**src/rtl/decode_stage_pkg.sv**
```systemverilog
// Shared RV32I decode definitions: opcodes, operation classes, immediate formats
// and the decoder for the control fields that go into the ID/EX register.
package decode_stage_pkg;

    localparam logic [31:0] NOP_INSTR = 32'h0000_0013;

    localparam logic [6:0] OP_LUI    = 7'b0110111;
    localparam logic [6:0] OP_AUIPC  = 7'b0010111;
    localparam logic [6:0] OP_JAL    = 7'b1101111;
    localparam logic [6:0] OP_JALR   = 7'b1100111;
    localparam logic [6:0] OP_BRANCH = 7'b1100011;
    localparam logic [6:0] OP_LOAD   = 7'b0000011;
    localparam logic [6:0] OP_STORE  = 7'b0100011;
    localparam logic [6:0] OP_IMM    = 7'b0010011;
    localparam logic [6:0] OP_REG    = 7'b0110011;
    localparam logic [6:0] OP_FENCE  = 7'b0001111;
    localparam logic [6:0] OP_SYSTEM = 7'b1110011;

    // OC_NONE doubles as the class of an unrecognised opcode
    typedef enum logic [3:0] {
        OC_NONE   = 4'd0,
        OC_ALU_R  = 4'd1,
        OC_ALU_I  = 4'd2,
        OC_LOAD   = 4'd3,
        OC_STORE  = 4'd4,
        OC_BRANCH = 4'd5,
        OC_JAL    = 4'd6,
        OC_JALR   = 4'd7,
        OC_LUI    = 4'd8,
        OC_AUIPC  = 4'd9,
        OC_FENCE  = 4'd10,
        OC_SYSTEM = 4'd11
    } opclass_t;

    typedef enum logic [2:0] {
        IMM_R = 3'd0,
        IMM_I = 3'd1,
        IMM_S = 3'd2,
        IMM_B = 3'd3,
        IMM_U = 3'd4,
        IMM_J = 3'd5
    } imm_fmt_t;

    typedef struct packed {
        logic [31:0] instr;
        logic [4:0]  rs1;
        logic [4:0]  rs2;
        logic [4:0]  rd;
        logic [2:0]  funct3;
        logic        funct7b5;
        opclass_t    opclass;
        logic        reg_we;
        logic        mem_rd;
        logic        mem_wr;
        logic        illegal;
    } idex_ctrl_t;

    function automatic opclass_t opclass_of(input logic [6:0] opcode);
        case (opcode)
            OP_REG:    return OC_ALU_R;
            OP_IMM:    return OC_ALU_I;
            OP_LOAD:   return OC_LOAD;
            OP_STORE:  return OC_STORE;
            OP_BRANCH: return OC_BRANCH;
            OP_JAL:    return OC_JAL;
            OP_JALR:   return OC_JALR;
            OP_LUI:    return OC_LUI;
            OP_AUIPC:  return OC_AUIPC;
            OP_FENCE:  return OC_FENCE;
            OP_SYSTEM: return OC_SYSTEM;
            default:   return OC_NONE;
        endcase
    endfunction

    function automatic imm_fmt_t imm_fmt_of(input opclass_t oc);
        case (oc)
            OC_ALU_I, OC_LOAD, OC_JALR, OC_FENCE, OC_SYSTEM: return IMM_I;
            OC_STORE:           return IMM_S;
            OC_BRANCH:          return IMM_B;
            OC_LUI, OC_AUIPC:   return IMM_U;
            OC_JAL:             return IMM_J;
            default:            return IMM_R;
        endcase
    endfunction

    function automatic logic uses_rs1(input opclass_t oc);
        return !(oc == OC_LUI || oc == OC_AUIPC || oc == OC_JAL);
    endfunction

    function automatic logic uses_rs2(input opclass_t oc);
        return (oc == OC_ALU_R || oc == OC_STORE || oc == OC_BRANCH);
    endfunction

    function automatic idex_ctrl_t decode_ctrl(input logic [31:0] instr);
        idex_ctrl_t c;
        c          = '0;
        c.instr    = instr;
        c.rd       = instr[11:7];
        c.funct3   = instr[14:12];
        c.rs1      = instr[19:15];
        c.rs2      = instr[24:20];
        c.funct7b5 = instr[30];
        c.opclass  = opclass_of(instr[6:0]);
        c.illegal  = (c.opclass == OC_NONE);
        case (c.opclass)
            OC_ALU_R, OC_ALU_I, OC_LOAD, OC_JAL, OC_JALR, OC_LUI, OC_AUIPC: c.reg_we = 1'b1;
            // ECALL/EBREAK (funct3=0) write nothing; CSR ops write rd
            OC_SYSTEM: c.reg_we = (instr[14:12] != 3'b000);
            default:   c.reg_we = 1'b0;
        endcase
        if (c.rd == 5'd0) c.reg_we = 1'b0;
        c.mem_rd = (c.opclass == OC_LOAD);
        c.mem_wr = (c.opclass == OC_STORE);
        return c;
    endfunction

endpackage

```
**src/rtl/decode_stage_if.sv**
```systemverilog
// Signal bundle between the decode stage and its neighbours (IF/ID, regfile, EX/MEM).
// master = surrounding pipeline, slave = decode stage.
interface decode_stage_if #(parameter int XLEN = 32);
    import decode_stage_pkg::*;

    logic            id_valid;
    logic [31:0]     id_instr;
    logic [XLEN-1:0] id_pc;
    logic [4:0]      rf_rs1;
    logic [4:0]      rf_rs2;
    logic [XLEN-1:0] rf_rd1;
    logic [XLEN-1:0] rf_rd2;
    logic [4:0]      ex_busy_rd;
    logic            ex_busy_we;
    logic [4:0]      mem_rd;
    logic            mem_we;
    logic [XLEN-1:0] mem_wdata;
    logic            flush;
    logic            hold;
    logic            id_stall;
    logic            ex_valid;
    logic [31:0]     ex_instr;
    logic [XLEN-1:0] ex_pc;
    logic [XLEN-1:0] ex_rs1_val;
    logic [XLEN-1:0] ex_rs2_val;
    logic [XLEN-1:0] ex_imm;
    logic [4:0]      ex_rs1;
    logic [4:0]      ex_rs2;
    logic [4:0]      ex_rd;
    logic [2:0]      ex_funct3;
    logic            ex_funct7b5;
    opclass_t        ex_opclass;
    logic            ex_reg_we;
    logic            ex_mem_rd;
    logic            ex_mem_wr;
    logic            ex_illegal;

    modport slave (
        input  id_valid, id_instr, id_pc, rf_rd1, rf_rd2,
        input  ex_busy_rd, ex_busy_we, mem_rd, mem_we, mem_wdata, flush, hold,
        output rf_rs1, rf_rs2, id_stall,
        output ex_valid, ex_instr, ex_pc, ex_rs1_val, ex_rs2_val, ex_imm,
        output ex_rs1, ex_rs2, ex_rd, ex_funct3, ex_funct7b5, ex_opclass,
        output ex_reg_we, ex_mem_rd, ex_mem_wr, ex_illegal
    );

    modport master (
        output id_valid, id_instr, id_pc, rf_rd1, rf_rd2,
        output ex_busy_rd, ex_busy_we, mem_rd, mem_we, mem_wdata, flush, hold,
        input  rf_rs1, rf_rs2, id_stall,
        input  ex_valid, ex_instr, ex_pc, ex_rs1_val, ex_rs2_val, ex_imm,
        input  ex_rs1, ex_rs2, ex_rd, ex_funct3, ex_funct7b5, ex_opclass,
        input  ex_reg_we, ex_mem_rd, ex_mem_wr, ex_illegal
    );

endinterface

```
**src/rtl/decode_stage_imm_gen.sv**
```systemverilog
// Combinational RV32I immediate generator: selects the I/S/B/U/J bit layout and
// sign-extends to XLEN. R-type (and unknown) yields zero.
module decode_stage_imm_gen
    import decode_stage_pkg::*;
#(
    parameter int XLEN = 32
) (
    input  logic [31:7]     instr_i,
    input  imm_fmt_t        fmt_i,
    output logic [XLEN-1:0] imm_o
);

    logic [31:0] imm32;

    always_comb begin
        imm32 = '0;
        case (fmt_i)
            IMM_I:   imm32 = {{20{instr_i[31]}}, instr_i[31:20]};
            IMM_S:   imm32 = {{20{instr_i[31]}}, instr_i[31:25], instr_i[11:7]};
            IMM_B:   imm32 = {{19{instr_i[31]}}, instr_i[31], instr_i[7], instr_i[30:25],
                              instr_i[11:8], 1'b0};
            IMM_U:   imm32 = {instr_i[31:12], 12'b0};
            IMM_J:   imm32 = {{11{instr_i[31]}}, instr_i[31], instr_i[19:12], instr_i[20],
                              instr_i[30:21], 1'b0};
            default: imm32 = '0;
        endcase
    end

    assign imm_o = XLEN'($signed(imm32));

endmodule

```
**src/rtl/decode_stage.sv**
```systemverilog
// RV32I decode stage: regfile addressing, control/immediate decode, RAW hazard detection
// and the ID/EX register. Define DECODE_MEM_BYPASS_EN to forward MEM results instead of stalling.
module decode_stage
    import decode_stage_pkg::*;
#(
    parameter int          XLEN      = 32,
    parameter logic [31:0] NOP_INSTR = 32'h0000_0013
) (
    input logic           clk,
    input logic           rst,
    decode_stage_if.slave bus
);

    idex_ctrl_t      ctrl_dec;
    imm_fmt_t        fmt;
    logic [XLEN-1:0] imm;
    logic            use_rs1, use_rs2;
    logic            ex_m1, ex_m2, mem_m1, mem_m2;
    logic            hazard;
    logic [XLEN-1:0] rs1_val, rs2_val;

    assign ctrl_dec = decode_ctrl(bus.id_instr);
    assign fmt      = imm_fmt_of(ctrl_dec.opclass);
    assign use_rs1  = uses_rs1(ctrl_dec.opclass) && (ctrl_dec.rs1 != 5'd0);
    assign use_rs2  = uses_rs2(ctrl_dec.opclass) && (ctrl_dec.rs2 != 5'd0);

    assign bus.rf_rs1 = ctrl_dec.rs1;
    assign bus.rf_rs2 = ctrl_dec.rs2;

    decode_stage_imm_gen #(.XLEN(XLEN)) u_imm_gen (
        .instr_i (bus.id_instr[31:7]),
        .fmt_i   (fmt),
        .imm_o   (imm)
    );

    assign ex_m1  = use_rs1 && bus.ex_busy_we && (bus.ex_busy_rd == ctrl_dec.rs1);
    assign ex_m2  = use_rs2 && bus.ex_busy_we && (bus.ex_busy_rd == ctrl_dec.rs2);
    assign mem_m1 = use_rs1 && bus.mem_we && (bus.mem_rd == ctrl_dec.rs1);
    assign mem_m2 = use_rs2 && bus.mem_we && (bus.mem_rd == ctrl_dec.rs2);

`ifdef DECODE_MEM_BYPASS_EN
    assign hazard  = bus.id_valid && (ex_m1 || ex_m2);
    // An EX match stalls anyway; the guard keeps the EX-over-MEM priority explicit
    assign rs1_val = (mem_m1 && !ex_m1) ? bus.mem_wdata : bus.rf_rd1;
    assign rs2_val = (mem_m2 && !ex_m2) ? bus.mem_wdata : bus.rf_rd2;
`else
    assign hazard  = bus.id_valid && (ex_m1 || ex_m2 || mem_m1 || mem_m2);
    assign rs1_val = bus.rf_rd1;
    assign rs2_val = bus.rf_rd2;
    logic unused_mem_wdata;
    assign unused_mem_wdata = ^bus.mem_wdata;
`endif

    // Flush overrides hold: the instruction in ID is dead, so IF must be free to refetch
    assign bus.id_stall = !bus.flush && (bus.hold || hazard);

    logic            valid_q, valid_d;
    idex_ctrl_t      ctrl_q, ctrl_d;
    logic [XLEN-1:0] pc_q, pc_d;
    logic [XLEN-1:0] rs1_val_q, rs1_val_d;
    logic [XLEN-1:0] rs2_val_q, rs2_val_d;
    logic [XLEN-1:0] imm_q, imm_d;

    always_comb begin
        valid_d   = valid_q;
        ctrl_d    = ctrl_q;
        pc_d      = pc_q;
        rs1_val_d = rs1_val_q;
        rs2_val_d = rs2_val_q;
        imm_d     = imm_q;
        if (bus.flush || (!bus.hold && (hazard || !bus.id_valid))) begin
            valid_d   = 1'b0;
            ctrl_d    = decode_ctrl(NOP_INSTR);
            pc_d      = '0;
            rs1_val_d = '0;
            rs2_val_d = '0;
            imm_d     = '0;
        end else if (!bus.hold) begin
            valid_d   = 1'b1;
            ctrl_d    = ctrl_dec;
            pc_d      = bus.id_pc;
            rs1_val_d = rs1_val;
            rs2_val_d = rs2_val;
            imm_d     = imm;
        end
    end

    always_ff @(posedge clk) begin
        if (rst) begin
            valid_q   <= 1'b0;
            ctrl_q    <= decode_ctrl(NOP_INSTR);
            pc_q      <= '0;
            rs1_val_q <= '0;
            rs2_val_q <= '0;
            imm_q     <= '0;
        end else begin
            valid_q   <= valid_d;
            ctrl_q    <= ctrl_d;
            pc_q      <= pc_d;
            rs1_val_q <= rs1_val_d;
            rs2_val_q <= rs2_val_d;
            imm_q     <= imm_d;
        end
    end

    assign bus.ex_valid    = valid_q;
    assign bus.ex_instr    = ctrl_q.instr;
    assign bus.ex_pc       = pc_q;
    assign bus.ex_rs1_val  = rs1_val_q;
    assign bus.ex_rs2_val  = rs2_val_q;
    assign bus.ex_imm      = imm_q;
    assign bus.ex_rs1      = ctrl_q.rs1;
    assign bus.ex_rs2      = ctrl_q.rs2;
    assign bus.ex_rd       = ctrl_q.rd;
    assign bus.ex_funct3   = ctrl_q.funct3;
    assign bus.ex_funct7b5 = ctrl_q.funct7b5;
    assign bus.ex_opclass  = ctrl_q.opclass;
    assign bus.ex_reg_we   = ctrl_q.reg_we;
    assign bus.ex_mem_rd   = ctrl_q.mem_rd;
    assign bus.ex_mem_wr   = ctrl_q.mem_wr;
    assign bus.ex_illegal  = ctrl_q.illegal;

endmodule

```
**src/flat_wrapper.sv**
```systemverilog
// flat-port wrapper written by rule: the top's interface ports become plain ports
module decode_stage_flat import decode_stage_pkg::*;
#(
    parameter int          XLEN      = 32,
    parameter logic [31:0] NOP_INSTR = 32'h0000_0013
)
  (clk, rst, bus_id_valid, bus_id_instr, bus_id_pc, bus_rf_rd1, bus_rf_rd2, bus_ex_busy_rd, bus_ex_busy_we, bus_mem_rd, bus_mem_we, bus_mem_wdata, bus_flush, bus_hold, bus_rf_rs1, bus_rf_rs2, bus_id_stall, bus_ex_valid, bus_ex_instr, bus_ex_pc, bus_ex_rs1_val, bus_ex_rs2_val, bus_ex_imm, bus_ex_rs1, bus_ex_rs2, bus_ex_rd, bus_ex_funct3, bus_ex_funct7b5, bus_ex_opclass, bus_ex_reg_we, bus_ex_mem_rd, bus_ex_mem_wr, bus_ex_illegal);
  decode_stage_if #(.XLEN(XLEN)) bus_i ();
  input logic clk;
  input logic rst;
  input wire logic [$bits(bus_i.id_valid)-1:0] bus_id_valid;
  input wire logic [$bits(bus_i.id_instr)-1:0] bus_id_instr;
  input wire logic [$bits(bus_i.id_pc)-1:0] bus_id_pc;
  input wire logic [$bits(bus_i.rf_rd1)-1:0] bus_rf_rd1;
  input wire logic [$bits(bus_i.rf_rd2)-1:0] bus_rf_rd2;
  input wire logic [$bits(bus_i.ex_busy_rd)-1:0] bus_ex_busy_rd;
  input wire logic [$bits(bus_i.ex_busy_we)-1:0] bus_ex_busy_we;
  input wire logic [$bits(bus_i.mem_rd)-1:0] bus_mem_rd;
  input wire logic [$bits(bus_i.mem_we)-1:0] bus_mem_we;
  input wire logic [$bits(bus_i.mem_wdata)-1:0] bus_mem_wdata;
  input wire logic [$bits(bus_i.flush)-1:0] bus_flush;
  input wire logic [$bits(bus_i.hold)-1:0] bus_hold;
  output wire logic [$bits(bus_i.rf_rs1)-1:0] bus_rf_rs1;
  output wire logic [$bits(bus_i.rf_rs2)-1:0] bus_rf_rs2;
  output wire logic [$bits(bus_i.id_stall)-1:0] bus_id_stall;
  output wire logic [$bits(bus_i.ex_valid)-1:0] bus_ex_valid;
  output wire logic [$bits(bus_i.ex_instr)-1:0] bus_ex_instr;
  output wire logic [$bits(bus_i.ex_pc)-1:0] bus_ex_pc;
  output wire logic [$bits(bus_i.ex_rs1_val)-1:0] bus_ex_rs1_val;
  output wire logic [$bits(bus_i.ex_rs2_val)-1:0] bus_ex_rs2_val;
  output wire logic [$bits(bus_i.ex_imm)-1:0] bus_ex_imm;
  output wire logic [$bits(bus_i.ex_rs1)-1:0] bus_ex_rs1;
  output wire logic [$bits(bus_i.ex_rs2)-1:0] bus_ex_rs2;
  output wire logic [$bits(bus_i.ex_rd)-1:0] bus_ex_rd;
  output wire logic [$bits(bus_i.ex_funct3)-1:0] bus_ex_funct3;
  output wire logic [$bits(bus_i.ex_funct7b5)-1:0] bus_ex_funct7b5;
  output wire logic [$bits(bus_i.ex_opclass)-1:0] bus_ex_opclass;
  output wire logic [$bits(bus_i.ex_reg_we)-1:0] bus_ex_reg_we;
  output wire logic [$bits(bus_i.ex_mem_rd)-1:0] bus_ex_mem_rd;
  output wire logic [$bits(bus_i.ex_mem_wr)-1:0] bus_ex_mem_wr;
  output wire logic [$bits(bus_i.ex_illegal)-1:0] bus_ex_illegal;
  assign bus_i.id_valid = bus_id_valid;
  assign bus_i.id_instr = bus_id_instr;
  assign bus_i.id_pc = bus_id_pc;
  assign bus_i.rf_rd1 = bus_rf_rd1;
  assign bus_i.rf_rd2 = bus_rf_rd2;
  assign bus_i.ex_busy_rd = bus_ex_busy_rd;
  assign bus_i.ex_busy_we = bus_ex_busy_we;
  assign bus_i.mem_rd = bus_mem_rd;
  assign bus_i.mem_we = bus_mem_we;
  assign bus_i.mem_wdata = bus_mem_wdata;
  assign bus_i.flush = bus_flush;
  assign bus_i.hold = bus_hold;
  assign bus_rf_rs1 = bus_i.rf_rs1;
  assign bus_rf_rs2 = bus_i.rf_rs2;
  assign bus_id_stall = bus_i.id_stall;
  assign bus_ex_valid = bus_i.ex_valid;
  assign bus_ex_instr = bus_i.ex_instr;
  assign bus_ex_pc = bus_i.ex_pc;
  assign bus_ex_rs1_val = bus_i.ex_rs1_val;
  assign bus_ex_rs2_val = bus_i.ex_rs2_val;
  assign bus_ex_imm = bus_i.ex_imm;
  assign bus_ex_rs1 = bus_i.ex_rs1;
  assign bus_ex_rs2 = bus_i.ex_rs2;
  assign bus_ex_rd = bus_i.ex_rd;
  assign bus_ex_funct3 = bus_i.ex_funct3;
  assign bus_ex_funct7b5 = bus_i.ex_funct7b5;
  assign bus_ex_opclass = bus_i.ex_opclass;
  assign bus_ex_reg_we = bus_i.ex_reg_we;
  assign bus_ex_mem_rd = bus_i.ex_mem_rd;
  assign bus_ex_mem_wr = bus_i.ex_mem_wr;
  assign bus_ex_illegal = bus_i.ex_illegal;
  decode_stage #(.XLEN(XLEN), .NOP_INSTR(NOP_INSTR)) u_core (.clk(clk), .rst(rst), .bus(bus_i));
endmodule
```
**config.mk**
```make
export PLATFORM = sky130hd
export DESIGN_NAME = decode_stage_flat
export DESIGN_NICKNAME = d
export VERILOG_FILES = /design/src/rtl/decode_stage_pkg.sv /design/src/rtl/decode_stage_if.sv /design/src/rtl/decode_stage_imm_gen.sv /design/src/rtl/decode_stage.sv /design/src/flat_wrapper.sv
export SDC_FILE = /design/constraint.sdc
export NUM_CORES = 1
export LEC_CHECK = 0
export BUFFER_PORTS_ARGS = -buffer_cell sky130_fd_sc_hd__buf_2
export CAP_MARGIN = 5
export CORE_AREA = 2 2 144 146
export CTS_CLUSTER_SIZE = 28
export DETAILED_ROUTE_END_ITERATION = 16
export DIE_AREA = 0 0 146 148
export MAX_ROUTING_LAYER = met4
export PLACE_DENSITY_LB_ADDON = 0.3
export SETUP_SLACK_MARGIN = 0.05
export SYNTH_ARGS = -nofsm -noshare
export SYNTH_HDL_FRONTEND = slang
export SYNTH_SLANG_ARGS = --single-unit
```
**constraint.sdc**
```tcl
create_clock -name clk -period 2.3 [get_ports clk]
set_input_delay 0.46 -clock clk [delete_from_list [all_inputs] [get_ports clk]]
set_output_delay 0.46 -clock clk [all_outputs]
set_load 0.05 [all_outputs]
```
==> flow_metrics.env <==
export IMPL_syn_area_um2=7030
export IMPL_htree_levels=4
export IMPL_seqPwrFrac_pct=42.8
export IMPL_hold_start="bus_id_pc[23]"
export IMPL_path_clk_slew_ps=80
export IMPL_grtUsageTotal_pct=18.7
export IMPL_worst_setup_path_type="primary input to output pin"
export IMPL_end_kind="output pin"
export IMPL_num_rows=52
export IMPL_clock_skew_ps=0
export IMPL_p_sw_mw=2.26
export IMPL_drc=0
export IMPL_status="finished clean"
export IMPL_syn_num_nets=898
export IMPL_worst_pin_slew_ps=494
export IMPL_final_cells=1338
export IMPL_finalHoldViolCount=0
export IMPL_dp_hpwl_um=15700
export IMPL_first_iter_violations=208
export IMPL_rr_startpoint="u_core.bus.ex_opclass[1]"
export IMPL_cts_made_buffers=17
export IMPL_startpoint="bus_id_instr[4]"
export IMPL_fmax_ghz=0.453
export IMPL_routed_wl_um=20500
export IMPL_synth_seq_area_share_pct=48.1
export IMPL_grt_max_degree=70
export IMPL_power_mw=7.19
export IMPL_timing_setup_tns_ps=0
export IMPL_internal_power_mw=4.93
export IMPL_ios=376
export IMPL_yosys_top_cells_area="dfxtp_1 48%, mux2i_1 18%, nor2_1 8.2%"
export IMPL_arrival_ps=1750
export IMPL_finalSetupViolations=0
export IMPL_final_min_clock_period_ps=2210
export IMPL_clockBufferDepth=2
export IMPL_slew_violations=0
export IMPL_antenna_found_initial=0
export IMPL_cts_root_buf="clkbuf_16"
export IMPL_dieArea_um2=21600
export IMPL_crit_chain="clkbuf_4 -> nand2_2 -> nor4_4 -> nor2_4 -> a32oi_2 -> nand2b_4 -> a21oi_4 -> buf_8"
export IMPL_r2r_slack_ps=1490
export IMPL_synth_cell_type_count=51
export IMPL_reg2reg_to="u_core.bus.ex_opclass[1]"
export IMPL_drive_gt1_share_pct=43.2
export IMPL_combPwrFrac_pct=18.3
export IMPL_dp_slack_ps=-73.2
export IMPL_synthArstFlopShare_pct=0
export IMPL_initial_core_util_pct=35.1
export IMPL_synth_top_area_share_pct=48.1
export IMPL_syn_inst=721
export IMPL_grt_pass1_wl_um=31100
export IMPL_cts_tree="yes"
export IMPL_die_w_um=146
export IMPL_gp_congestion=0.887
export IMPL_powerDensity_nw_per_um2=732
export IMPL_io_buffers=343
export IMPL_critPathLaunchType="primary input"
export IMPL_rsz0062_at_grt="false"
export IMPL_final_antenna_net_count=0
export IMPL_hold_path_end="u_core.bus.ex_pc[23]"
export IMPL_fin_crit_sh_pct=96.0
export IMPL_die_h_um=148
export IMPL_clockPowerShare_pct=38.9
export IMPL_core_um2=20000
export IMPL_syn_area_per_cell_um2=9.75
export IMPL_power_leakage_nw=4.86
export IMPL_max_stage_delay_ps=390
export IMPL_vias_per_cell=4.64
export IMPL_slew_headroom_pct=67.1
export IMPL_grt_ovfl_total=0
export IMPL_synthToLayoutAreaGrowth_pct=39.7
export IMPL_critPathSlowestCell="nor4_4"
export IMPL_diodes=0
export IMPL_placedCellCount=1303
export IMPL_dr_pass1_iters=5
export IMPL_clk_latency_ps=410
export IMPL_required_ps=1840
export IMPL_hold_path_class="primary input to register"
export IMPL_dr_total_vias=6202
export IMPL_synth_flop_cell="dfxtp_1"
export IMPL_maxCapViolCount=0
export IMPL_synth_largest_area_cell="dfxtp_1"
export IMPL_ir_drop_mv=0.456
export IMPL_nets=1232
export IMPL_synth_enable_flop_cells=0
export IMPL_whs_path_depth=3
export IMPL_switching_share_pct=31.4
export IMPL_ys_seq_elements=169
export IMPL_worst_r2r_cell_count=2
export IMPL_wl_per_cell_um=15.3
export IMPL_path_max_fanout=7
export IMPL_whs_ps=256
export IMPL_grt_pass1_vias=5817
export IMPL_clock_sinks=169
export IMPL_setup_slack_ps=91.2
export IMPL_yosys_warnings=0
==> power by group through the flow <==
stage / Sequential, mW / Combinational (mW) / Clock, mW
6_report: 3.08 / 1.32 / 2.80
2_1_floorplan: 3.48 / 0.543 / 0
5_1_grt: 3.09 / 1.40 / 3.02
3_5_place_dp: 3.14 / 1.32 / 0
3_3_place_gp: 3.14 / 1.31 / 0
4_1_cts: 3.08 / 1.32 / 2.89
==> metal layers <==
metal,global-route usage (%),vias to the layer above,wire [um]
li1,-,3100,-
met5,-,-,0
met2,30.2,208,9830
met4,6.26,0,372
met1,23.4,2868,9160
met3,4.10,26,1170
==> synthesized netlist by cell type, types with 6 or more instances <==
cell type,n
a22oi_1,17
xnor2_1,21
buf_2,24
a21oi_1,12
dfxtp_1,169
mux2i_1,127
buf_4,31
clkbuf_1,26
nor3_1,13
a21oi_2,8
nor2b_1,7
a221oi_1,9
a221oi_2,6
inv_1,13
nand4_1,6
nand2_1,27
nor2_1,153
==> timing repair <==
action | CTS | global route
buffers inserted | 1 | 2
pin swaps | 2 | 3
endpoints found under the hold margin | 0 | 0
endpoints found under the setup margin | 1 | 1
hold buffers | 0 | 0
gates resized for setup | 2 | 6
==> through the flow <==
step | cell area (um2) | utilization [%]
CTS | 9780 | 48.8
finish | 9820 | 49.0
detailed placement | 9190 | 45.9
global placement | 9190 | 45.9
global route | 9820 | 49.0
floorplan | 7050 | -
==> logic make-up after synthesis <==
kind of cell / count (synthesis) / synth area share (%)
compound gates: 76 / 9.20
buf+inv: 97 / 7.48
flops: 169 / 48.1
simple gates: 229 / 14.2
mux: 129 / 18.4
xor+xnor: 21 / 2.62
==> worst max-delay path, delay by kind of cell <==
kind | cells | cell delay [ps]
AND/OR/NAND/NOR | 4 | 710
buffers and inverters | 2 | 310
AO/OA/AOI/OAI | 2 | 260
==> registers in the layout (all words and copies together) (netlist names) <==
register,count
u_core.bus.ex_funct3,2
u_core.bus.ex_rd,4
u_core.bus.ex_imm,32
u_core.bus.ex_rs1_val,32
u_core.bus.ex_rs2,4
u_core.bus.ex_illegal,1
u_core.bus.ex_pc,32
u_core.bus.ex_rs1,4
u_core.bus.ex_mem_wr,1
u_core.bus.ex_reg_we,1
u_core.bus.ex_instr,18
u_core.bus.ex_mem_rd,1
u_core.bus.ex_valid,1
u_core.bus.ex_rs2_val,32
u_core.bus.ex_opclass,4
==> how the worst max path moves through the flow <==
stage	slack, ps	end	cells past startpoint
after global routing	30	bus_id_stall	8
final	90	bus_id_stall	8
after global placement	-40	bus_id_stall	8
after CTS	70	bus_id_stall	8
after floorplan	60	bus_id_stall	7
after detailed placement	-70	bus_id_stall	8
==> layout make-up <==
| class | count | area (um2) |
|---|---|---|
| clock buffer | 17 | 425 |
| clock inverter | 15 | 150 |
| fill | 1983 | 10200 |
| inverter | 13 | 48.8 |
| multi-input combinational | 455 | 3150 |
| sequential | 169 | 3380 |
| tap | 270 | 338 |
| timing repair buffer | 399 | 2320 |
==> cells in the final DEF, fill, tap and decap left out, types with 3 or more instances in the layout <==
cell type	count
mux2i_1	127
nor2b_1	7
nand2_1	26
a21oi_2	8
a211o_1	4
nor2_1	153
clkbuf_16	17
nand4_1	6
a221oi_2	6
dfxtp_1	169
a221oi_1	9
buf_12	13
inv_1	13
nor3_1	13
buf_2	340
or3b_1	3
inv_8	6
buf_4	43
clkinv_4	5
a22oi_1	17
a21oi_1	11
and3_1	3
xnor2_1	21
Note: power is estimated with default switching activity, not from simulation.
